`src/rtl/vs1003_pkg.sv`:
```
// Shared VS1003 SCI definitions: instruction bytes, register addresses, reader FSM encoding.
package vs1003_pkg;

  localparam logic [7:0] SCI_OP_READ  = 8'h03;
  localparam logic [7:0] SCI_OP_WRITE = 8'h02;

  typedef logic [3:0] sci_addr_t;

  localparam sci_addr_t SCI_MODE        = 4'h0;
  localparam sci_addr_t SCI_STATUS      = 4'h1;
  localparam sci_addr_t SCI_DECODE_TIME = 4'h4;
  localparam sci_addr_t SCI_HDAT0       = 4'h8;

  localparam logic [2:0] ST_IDLE      = 3'd0;
  localparam logic [2:0] ST_WAIT_GNT  = 3'd1;
  localparam logic [2:0] ST_WAIT_DREQ = 3'd2;
  localparam logic [2:0] ST_SETUP     = 3'd3;
  localparam logic [2:0] ST_SHIFT     = 3'd4;
  localparam logic [2:0] ST_HOLD      = 3'd5;
  localparam logic [2:0] ST_DONE      = 3'd6;

  // Read frame: opcode, zero nibble, address, then 16 don't-care bits sent as zero.
  function automatic logic [31:0] sci_read_frame(input logic [7:0] op, input sci_addr_t a);
    return {op, 4'h0, a, 16'h0000};
  endfunction

endpackage

```
`src/rtl/sci_bit_sequencer.sv`:
```
// Two-cycle-per-bit SCK generator for the 32-bit SCI frame; phase runs only while enabled.
module sci_bit_sequencer (
  input  logic       clk,
  input  logic       rst,
  input  logic       run,
  output logic       sck,
  output logic [4:0] bit_idx,
  output logic       capture
);

  logic [5:0] phase_reg;

  always_ff @(posedge clk) begin
    if (!rst) begin
      phase_reg <= '0;
    end else if (run) begin
      phase_reg <= phase_reg + 6'd1;
    end else begin
      phase_reg <= '0;
    end
  end

  // Even phase = SCK low, odd phase = SCK high; the edge ending a high phase samples SO.
  assign sck     = run & phase_reg[0];
  assign bit_idx = phase_reg[5:1];
  assign capture = sck & phase_reg[5];

endmodule

```
`src/rtl/sci_reader.sv`:
```
// VS1003 SCI read master: arbitrates for the pins, waits for DREQ, shifts a READ frame out
// and the 16-bit register value in on SO.
module sci_reader
  import vs1003_pkg::*;
#(
  parameter logic [7:0]  OPCODE_READ  = SCI_OP_READ,
  parameter logic [15:0] DREQ_TIMEOUT = 16'hFFFF
) (
  input  logic        clk,
  input  logic        rst,
  input  logic        req,
  input  logic [3:0]  addr,
  output logic        busy,
  output logic        done,
  output logic        err,
  output logic [15:0] rdata,
  output logic        bus_req,
  input  logic        bus_gnt,
  input  logic        DREQ,
  input  logic        SO,
  output logic        XCS,
  output logic        SCK,
  output logic        SI
);

  logic [2:0]  state_reg, state_next;
  logic [31:0] shift_reg;
  logic [15:0] cnt_reg;
  logic [15:0] rdata_reg;
  logic        err_reg;
  logic        seq_sck, seq_capture, last_bit, dreq_expired;
  logic [4:0]  seq_bit_idx;

  sci_bit_sequencer u_seq (
    .clk     (clk),
    .rst     (rst),
    .run     (state_reg == ST_SHIFT),
    .sck     (seq_sck),
    .bit_idx (seq_bit_idx),
    .capture (seq_capture)
  );

  assign last_bit     = seq_sck && (seq_bit_idx == 5'd31);
  assign dreq_expired = (cnt_reg == DREQ_TIMEOUT - 16'd1);

  always_comb begin
    state_next = state_reg;
    case (state_reg)
      ST_IDLE:      if (req) state_next = ST_WAIT_GNT;
      ST_WAIT_GNT:  if (bus_gnt) state_next = ST_WAIT_DREQ;
      ST_WAIT_DREQ: begin
        if (DREQ)              state_next = ST_SETUP;
        else if (dreq_expired) state_next = ST_DONE;
      end
      ST_SETUP:     state_next = ST_SHIFT;
      ST_SHIFT:     if (last_bit) state_next = ST_HOLD;
      ST_HOLD:      state_next = ST_DONE;
      ST_DONE:      state_next = ST_IDLE;
      default:      state_next = ST_IDLE;
    endcase
  end

  always_ff @(posedge clk) begin
    if (!rst) begin
      state_reg <= ST_IDLE;
      shift_reg <= '0;
      cnt_reg   <= '0;
      rdata_reg <= '0;
      err_reg   <= 1'b0;
    end else begin
      state_reg <= state_next;
      case (state_reg)
        ST_IDLE: begin
          if (req) begin
            shift_reg <= sci_read_frame(OPCODE_READ, addr);
            err_reg   <= 1'b0;
          end
        end
        ST_WAIT_GNT:  cnt_reg <= '0;
        ST_WAIT_DREQ: begin
          cnt_reg <= cnt_reg + 16'd1;
          if (!DREQ && dreq_expired) err_reg <= 1'b1;
        end
        // Outgoing bits leave from the top while SO samples enter at the bottom; only
        // samples from the data half are kept, so rdata ends up in shift_reg[15:0].
        ST_SHIFT: begin
          if (seq_sck) shift_reg <= {shift_reg[30:0], seq_capture & SO};
        end
        ST_DONE: begin
          if (!err_reg) rdata_reg <= shift_reg[15:0];
        end
        default: ;
      endcase
    end
  end

  assign busy    = (state_reg != ST_IDLE);
  assign done    = (state_reg == ST_DONE);
  assign err     = done & err_reg;
  assign bus_req = busy & ~done;
  assign XCS     = ~((state_reg == ST_SETUP) || (state_reg == ST_SHIFT) || (state_reg == ST_HOLD));
  assign SCK     = seq_sck;
  assign SI      = ((state_reg == ST_SETUP) || (state_reg == ST_SHIFT)) & shift_reg[31];
  assign rdata   = rdata_reg;

endmodule

```
`config.mk`:
```
export PLATFORM = sky130hd
export DESIGN_NAME = sci_reader
export DESIGN_NICKNAME = d
export VERILOG_FILES = /design/src/rtl/vs1003_pkg.sv /design/src/rtl/sci_bit_sequencer.sv /design/src/rtl/sci_reader.sv
export SDC_FILE = /design/constraint.sdc
export NUM_CORES = 1
export LEC_CHECK = 0
export BUFFER_PORTS_ARGS = -buffer_cell sky130_fd_sc_hd__buf_4
export CAP_MARGIN = 15
export CORE_ASPECT_RATIO = 2
export CORE_UTILIZATION = 52
export DETAILED_ROUTE_END_ITERATION = 7
export PLACE_DENSITY = 0.75
export SYNTH_ARGS = -nofsm -noshare
export SYNTH_HDL_FRONTEND = slang
export SYNTH_SLANG_ARGS = --single-unit
```
`constraint.sdc`:
```
create_clock -name clk -period 1.8 [get_ports clk]
set_input_delay 0.27 -clock clk [delete_from_list [all_inputs] [get_ports clk]]
set_output_delay 0.27 -clock clk [all_outputs]
set_load 0.05 [all_outputs]
```
# --- Word-level counts from Yosys, hierarchy flattened ---
# Index checks and enable logic that the tools add are counted.
word_totals:
  regBits: 74
  wordCells: 59
  romBits: 0
  ramBits: 0
  out_inout_bits: 23
  in_bits: 10
  mem_count: 0
  latch_bits: 0
classes:
  bitwise: 9
  magnitude_cmp: 0
  eq_ne: 14
  n_mux: 13
  shift: 0
  reduce_logical: 15
  n_mul: 0
  div_mod_pow: 0
  n_addsub: 2
op_table:
  columns: ["cell", "count"]
  rows:
  - ["2-to-1 mux 32 bit", 2]
  - ["one-hot mux 32 bit (2 select lines)", 1]
  - ["one-hot mux 16 bit (2 select lines)", 1]
  - ["one-hot mux 3 bit (6 select lines)", 1]
  - ["adder 16 x 1 -> 16 bit, second input constant", 1]
  - ["equality test 16 bit, second input constant", 1]
  - ["2-to-1 mux 3 bit", 5]
  - ["!= test 2 bit, second input constant", 5]
  - ["equality test 3 bit, second input constant", 3]
  - ["adder 6 x 1 -> 6 bit, second input constant", 1]
  - ["bitwise AND 1 bit", 6]
  - ["equality test 3 x 2 -> 1 bit, second input constant", 2]
  - ["AND reduction 3 bit", 2]
  - ["nonzero test 2 bit", 3]
  - ["equality test 5 bit, second input constant", 1]
  - ["AND reduction 2 bit", 2]
  - ["AND reduction 4 bit", 1]
  - ["equality test 3 x 1 -> 1 bit, second input constant", 1]
  - ["zero test 3 bit", 1]
  - ["!= test 3 bit, second input constant", 1]
  - ["inverter 1 bit", 3]
  - ["nonzero test 3 bit", 1]
  - ["logical AND 1 bit", 2]
  - ["logical OR 1 bit", 2]
  - ["other kinds (3)", 4]

# --- Logic depth before layout (Yosys ltp) ---
depth:
  word_depth: 6
  mapped_depth: 7
  ltp_nobuf: 5

# --- Hierarchy ---
# From an unflattened synthesis, not the netlist that was laid out.
hier_totals:
  cells_unflattened: 391
  area_unflattened_um2: 3149.3
by_module_without_submodules:
  columns: ["module", "seq_area_each_um2", "area_each_um2", "n_inst", "cells_per_inst"]
  rows:
  - ["sci_reader", 1361.3, 2880.3, 1, 362]
  - ["sci_bit_sequencer", 120.1, 269.0, 1, 29]

# --- Least setup slack after synthesis ---
# Ideal clock, no wire load.
synth_path:
  path_type: "reg2out"
  start: "register state_reg[0]"
  end: "output SI"
  arrival_ps: 1951
  slack_ps: -421
  path_stages_with_launch: 5
  required_ps: 1530
  path_cell_list: "dfxtp_1 > buf_4 > nor2_1 > nand2_1 > a21boi_0"
synth_between:
  elab_chain_len: 3
synth_lines:
  columns: ["item", "line_no", "rtl"]
  rows:
  - ["from (decl)", "sci_reader.sv:26", "logic [2:0] state_reg, state_next;"]
  - ["from (signal assigned)", "sci_reader.sv:71", "state_reg <= state_next;"]
  - ["equality test 3 x 2 -> 1 bit or equality test 3 bit (tied branches)", "sci_reader.sv:103", "assign SI = ((state_reg == ST_SETUP) || (state_reg == ST_SHIFT)) & shift_reg[31];"]
  - ["logical OR 1 bit (*)", "sci_reader.sv:103", null]
  - ["bitwise AND 1 bit (*)", "sci_reader.sv:103", null]
  - ["to (decl)", "sci_reader.sv:23", "output logic SI"]
# Mark *: on every way between the ends. The rest lies on a longest branch, timed or not.

# --- Worst setup path in the final report ---
layout_path:
  start: "register state_reg[1]"
  end: "output SI"
# Same word-level chain as after synthesis.

==> metrics.log <==
INFO  metric startpoint_type_of_the_worst_setup_path = register
INFO  metric syn-num-nets = 400
INFO  metric antennaDiodeCount = 0
INFO  metric clock-skew-final = just under 0.005 ns
INFO  metric grt_max_degree = 44
INFO  metric dpl_ws = a little under 0.09 ns
INFO  metric post_synth_instance_area = about 0.003 mm^2
INFO  metric yosys_most_used_dff = sky130_fd_sc_hd__dfxtp_1
INFO  metric seq_cells_post_synth = 74
INFO  metric critical_path.reg2reg.startpoint = cnt_reg[0]$_SDFFE_PN0P_
INFO  metric maximum_resistive_drop_on_vdd = 1.05 mV
INFO  metric floorplan.die.width = around 57 um
INFO  metric placement.io_buffers = 32
INFO  metric grt_first_pass_wirelength = 11800 um
INFO  metric dr.pass1.iters = 4
INFO  metric dpl.hpwl = about 4700 um
INFO  metric worst_slack = between 0.04 and 0.05 ns
INFO  metric number_of_global_route_vias_before_repair = 2706
INFO  metric largest_register_ffs = 32
INFO  metric globalRouteOverflowTotal = 0
INFO  metric dpl-instance-area = between 0.003 and 0.004 mm^2
INFO  metric worst_r2r_path_depth = 5
INFO  metric globalplace.congestion = approximately 0.88
INFO  metric finalCritPeriodShare = 97.4%
INFO  metric holdCritPathClass = in2reg
INFO  metric areaGrowthSynthToFinish = 26.1%
INFO  metric finalHoldWorstSlack = approximately 0.15 ns
INFO  metric kind_of_critical_path = reg2out
INFO  metric post_synth_edffs = 0
INFO  metric setup_viol = 0
INFO  metric yosys.area.top_type = sky130_fd_sc_hd__dfxtp_1
INFO  metric critPathCaptureType = output port
INFO  metric netlist-cell-type-count = between 40 and 50
INFO  metric synthTopCellsByArea = sky130_fd_sc_hd__dfxtp_1 (48%), sky130_fd_sc_hd__nand2_1 (10%), sky130_fd_sc_hd__a21oi_1 (8.7%), sky130_fd_sc_hd__nand3_1 (6.5%), sky130_fd_sc_hd__nor2_1 (3.8%)
INFO  metric globalRouteTotalUtil = a little under a quarter
INFO  metric fraction_of_final_layout_cells_sized_beyond_drive_strength_1 = 20.0%
INFO  metric avgSynthCellArea = roughly 8.0 um^2
INFO  metric period_minus_slack = 1.75 ns
INFO  metric worst_ep_arrival_time = 1.48 ns
INFO  metric antenna_violating_nets_post_route = 0
INFO  metric cts_num_sinks = 74
INFO  metric totalWireLength = between 7000 and 8000 um
INFO  metric antenna_found_initial = 0
INFO  metric synth-async-reset-ratio = 0%
INFO  metric worst_case_clock_buffer_depth = 2
INFO  metric slew-limit-headroom = 75.7%
INFO  metric regArea = 0.00149 mm^2
INFO  metric max_clock_freq = about 570 MHz
INFO  metric most_frequent_cell_after_synthesis = sky130_fd_sc_hd__nand2_1
INFO  metric final-max-slew-violation-count = 0
INFO  metric cap_viol_max_count = 0
INFO  metric netlist_instances = between 300 and 400
INFO  metric synth_warnings = 0
INFO  metric rows = 39
INFO  metric cts_buffers = 9
INFO  metric post_layout_nets = approximately 440
INFO  metric rsz_0062_raised_after_global_routing = false
INFO  metric route.detailed.wl_per_inst = 14.3 um
INFO  metric insertion_delay = 0.33 ns
INFO  metric cts_hold_buffers = 0
INFO  metric power_per_cell_area = approximately 1100 mW/mm^2
INFO  metric timing_hold_violations_final = 0
INFO  metric timing.critical_path.fanout_max = 9
INFO  metric drc = 0
INFO  metric fp.dieH = 111 um
INFO  metric core_area = ~0.0057 mm^2
INFO  metric ys_top_cells_by_count = sky130_fd_sc_hd__nand2_1 (83), sky130_fd_sc_hd__dfxtp_1 (74), sky130_fd_sc_hd__a21oi_1 (54)
INFO  metric synth.top_cell.area_share = a little under half
INFO  metric register_clock_pin_slew_on_the_reported_worst_setup_and_hold_paths = ~0.050 ns
INFO  metric clock_tree_from_tritoncts = yes
INFO  metric worst_ep_required_time = around 1.5 ns
INFO  metric outcome = finished, final reports clean
INFO  metric power.leakage = ~1.5 nW
INFO  metric multi_input_area = between 0.001 and 0.0015 mm^2
INFO  metric total_power = approximately 0.0042 W
INFO  metric timing.reg2reg.setup_slack = 0.10 ns
INFO  metric pin_count = 33
INFO  metric final_design_area_no_fill = a little under 0.004 mm^2
INFO  metric post_drt_via_cell_ratio = 5.69
INFO  metric clk_root_buffer_cell = sky130_fd_sc_hd__clkbuf_16
INFO  metric ys_seq_area_share = about 48%
INFO  metric worstSetupStartpoint = state_reg[1]$_SDFFE_PN0P_
INFO  metric effective_utilization_at_floorplan = between 50% and 60%
INFO  metric rr_endpoint = cnt_reg[12]$_SDFFE_PN0P_
INFO  metric detailedRoute.firstIterationViolations = 97
INFO  metric worstSetupEndpoint = SI
INFO  metric fillerInstances = between 400 and 500
INFO  metric worst_pin_slew = ~0.36 ns
INFO  metric vias = around 2800
INFO  metric h-tree-depth = 3
INFO  metric setup_tns = 0 ns
INFO  metric dieArea = between 0.006 and 0.007 mm^2
-- metrics by stage --
step,utilization [%],cells
detailed placement,61.3,474
global placement,61.3,474
floorplan,-,387
global route,68.3,490
finish,68.3,490
CTS,67.9,490
-- cells in the final DEF (no fill, tap or decap), types with 2 or more instances in the layout --
| master | instances |
|---|---|
| sky130_fd_sc_hd__mux2_2 | 3 |
| sky130_fd_sc_hd__nor2b_1 | 2 |
| sky130_fd_sc_hd__dfxtp_1 | 69 |
| sky130_fd_sc_hd__o31a_1 | 2 |
| sky130_fd_sc_hd__and2_1 | 3 |
| sky130_fd_sc_hd__bufinv_16 | 4 |
| sky130_fd_sc_hd__nand2b_1 | 3 |
| sky130_fd_sc_hd__dfxtp_2 | 4 |
| sky130_fd_sc_hd__xnor2_1 | 2 |
| sky130_fd_sc_hd__xor2_1 | 2 |
| sky130_fd_sc_hd__a311oi_1 | 6 |
| sky130_fd_sc_hd__buf_6 | 2 |
| sky130_fd_sc_hd__nor3_1 | 10 |
| sky130_fd_sc_hd__nand4_1 | 2 |
| sky130_fd_sc_hd__nand2_1 | 83 |
| sky130_fd_sc_hd__ha_1 | 3 |
| sky130_fd_sc_hd__or4_1 | 2 |
| sky130_fd_sc_hd__and3_1 | 5 |
| sky130_fd_sc_hd__buf_4 | 46 |
| sky130_fd_sc_hd__a41o_1 | 3 |
| sky130_fd_sc_hd__nor2_1 | 30 |
| sky130_fd_sc_hd__nand3_1 | 40 |
| sky130_fd_sc_hd__buf_12 | 4 |
| sky130_fd_sc_hd__o21ai_0 | 4 |
| sky130_fd_sc_hd__a21oi_1 | 54 |
| sky130_fd_sc_hd__inv_1 | 7 |
| sky130_fd_sc_hd__clkbuf_16 | 9 |
-- power by group --
| part | internal (W) | total (W) | switching [W] | leakage, nW |
|---|---|---|---|---|
| logic | 0.000121 | 0.000335 | 0.000213 | 0.690 |
| clock network | 0.00153 | 0.00218 | 0.000648 | 0.180 |
| registers | 0.00166 | 0.00168 | 0.0000175 | 0.600 |
-- worst min path at each step --
stage | from | to | depth (start not counted)
finish | bus_gnt | state_reg[0]$_SDFFE_PN0P_ | 2
global route | bus_gnt | state_reg[0]$_SDFFE_PN0P_ | 2
CTS | bus_gnt | state_reg[0]$_SDFFE_PN0P_ | 2
detailed placement | shift_reg[26]$_SDFFE_PN0P_ | shift_reg[26]$_SDFFE_PN0P_ | 2
global placement | shift_reg[31]$_SDFFE_PN0P_ | shift_reg[31]$_SDFFE_PN0P_ | 2
floorplan | bus_gnt | state_reg[0]$_SDFFE_PN0P_ | 1
-- critical path, stage by stage (launching register included) --
cell and delay, ns:
sky130_fd_sc_hd__dfxtp_1 0.37, sky130_fd_sc_hd__buf_6 0.16, sky130_fd_sc_hd__nor2b_4 0.17, sky130_fd_sc_hd__nand2_1 0.08
sky130_fd_sc_hd__a21boi_2 0.20, sky130_fd_sc_hd__buf_6 0.18
-- logic make-up (layout without fill, tap and decap cells) --
| kind of cell | after synthesis | in the layout | synth area share, % |
|---|---|---|---|
| simple gates | 191 | 191 | 28.5 |
| compound gates | 76 | 76 | 14.6 |
| flops | 74 | 74 | 47.9 |
| buf+inv | 34 | 76 | 4.78 |
| mux | 5 | 5 | 1.90 |
| xor+xnor | 4 | 4 | 1.13 |
| fa+ha+maj | 3 | 3 | 1.21 |
-- repair_timing --
action | 4_1_cts | 5_1_grt
gates resized for setup | 4 | 8
pin swaps | 0 | 1
buffers inserted | 0 | 0
setup endpoints to repair | 2 | 3
-- routing by layer --
layer	vias up	global-route usage [%]	part of all wire, %
met5	-	0	0
li1	1406	-	-
met1	1326	26.3	40
met2	41	41.6	54
met3	16	4.20	2.6
met4	0	13.5	3.0
-- cell type report --
| type | instances | area share (%) |
|---|---|---|
| clock buffers | 11 | 6.23 |
| clock inverters | 5 | 3.21 |
| inverters | 8 | 0.770 |
| multi-input cells | 279 | 38.1 |
| flip-flops and latches | 74 | 38.2 |
| well taps | 61 | 1.96 |
| repair buffers | 52 | 11.5 |
Note: power is estimated with default switching activity, not from simulation.
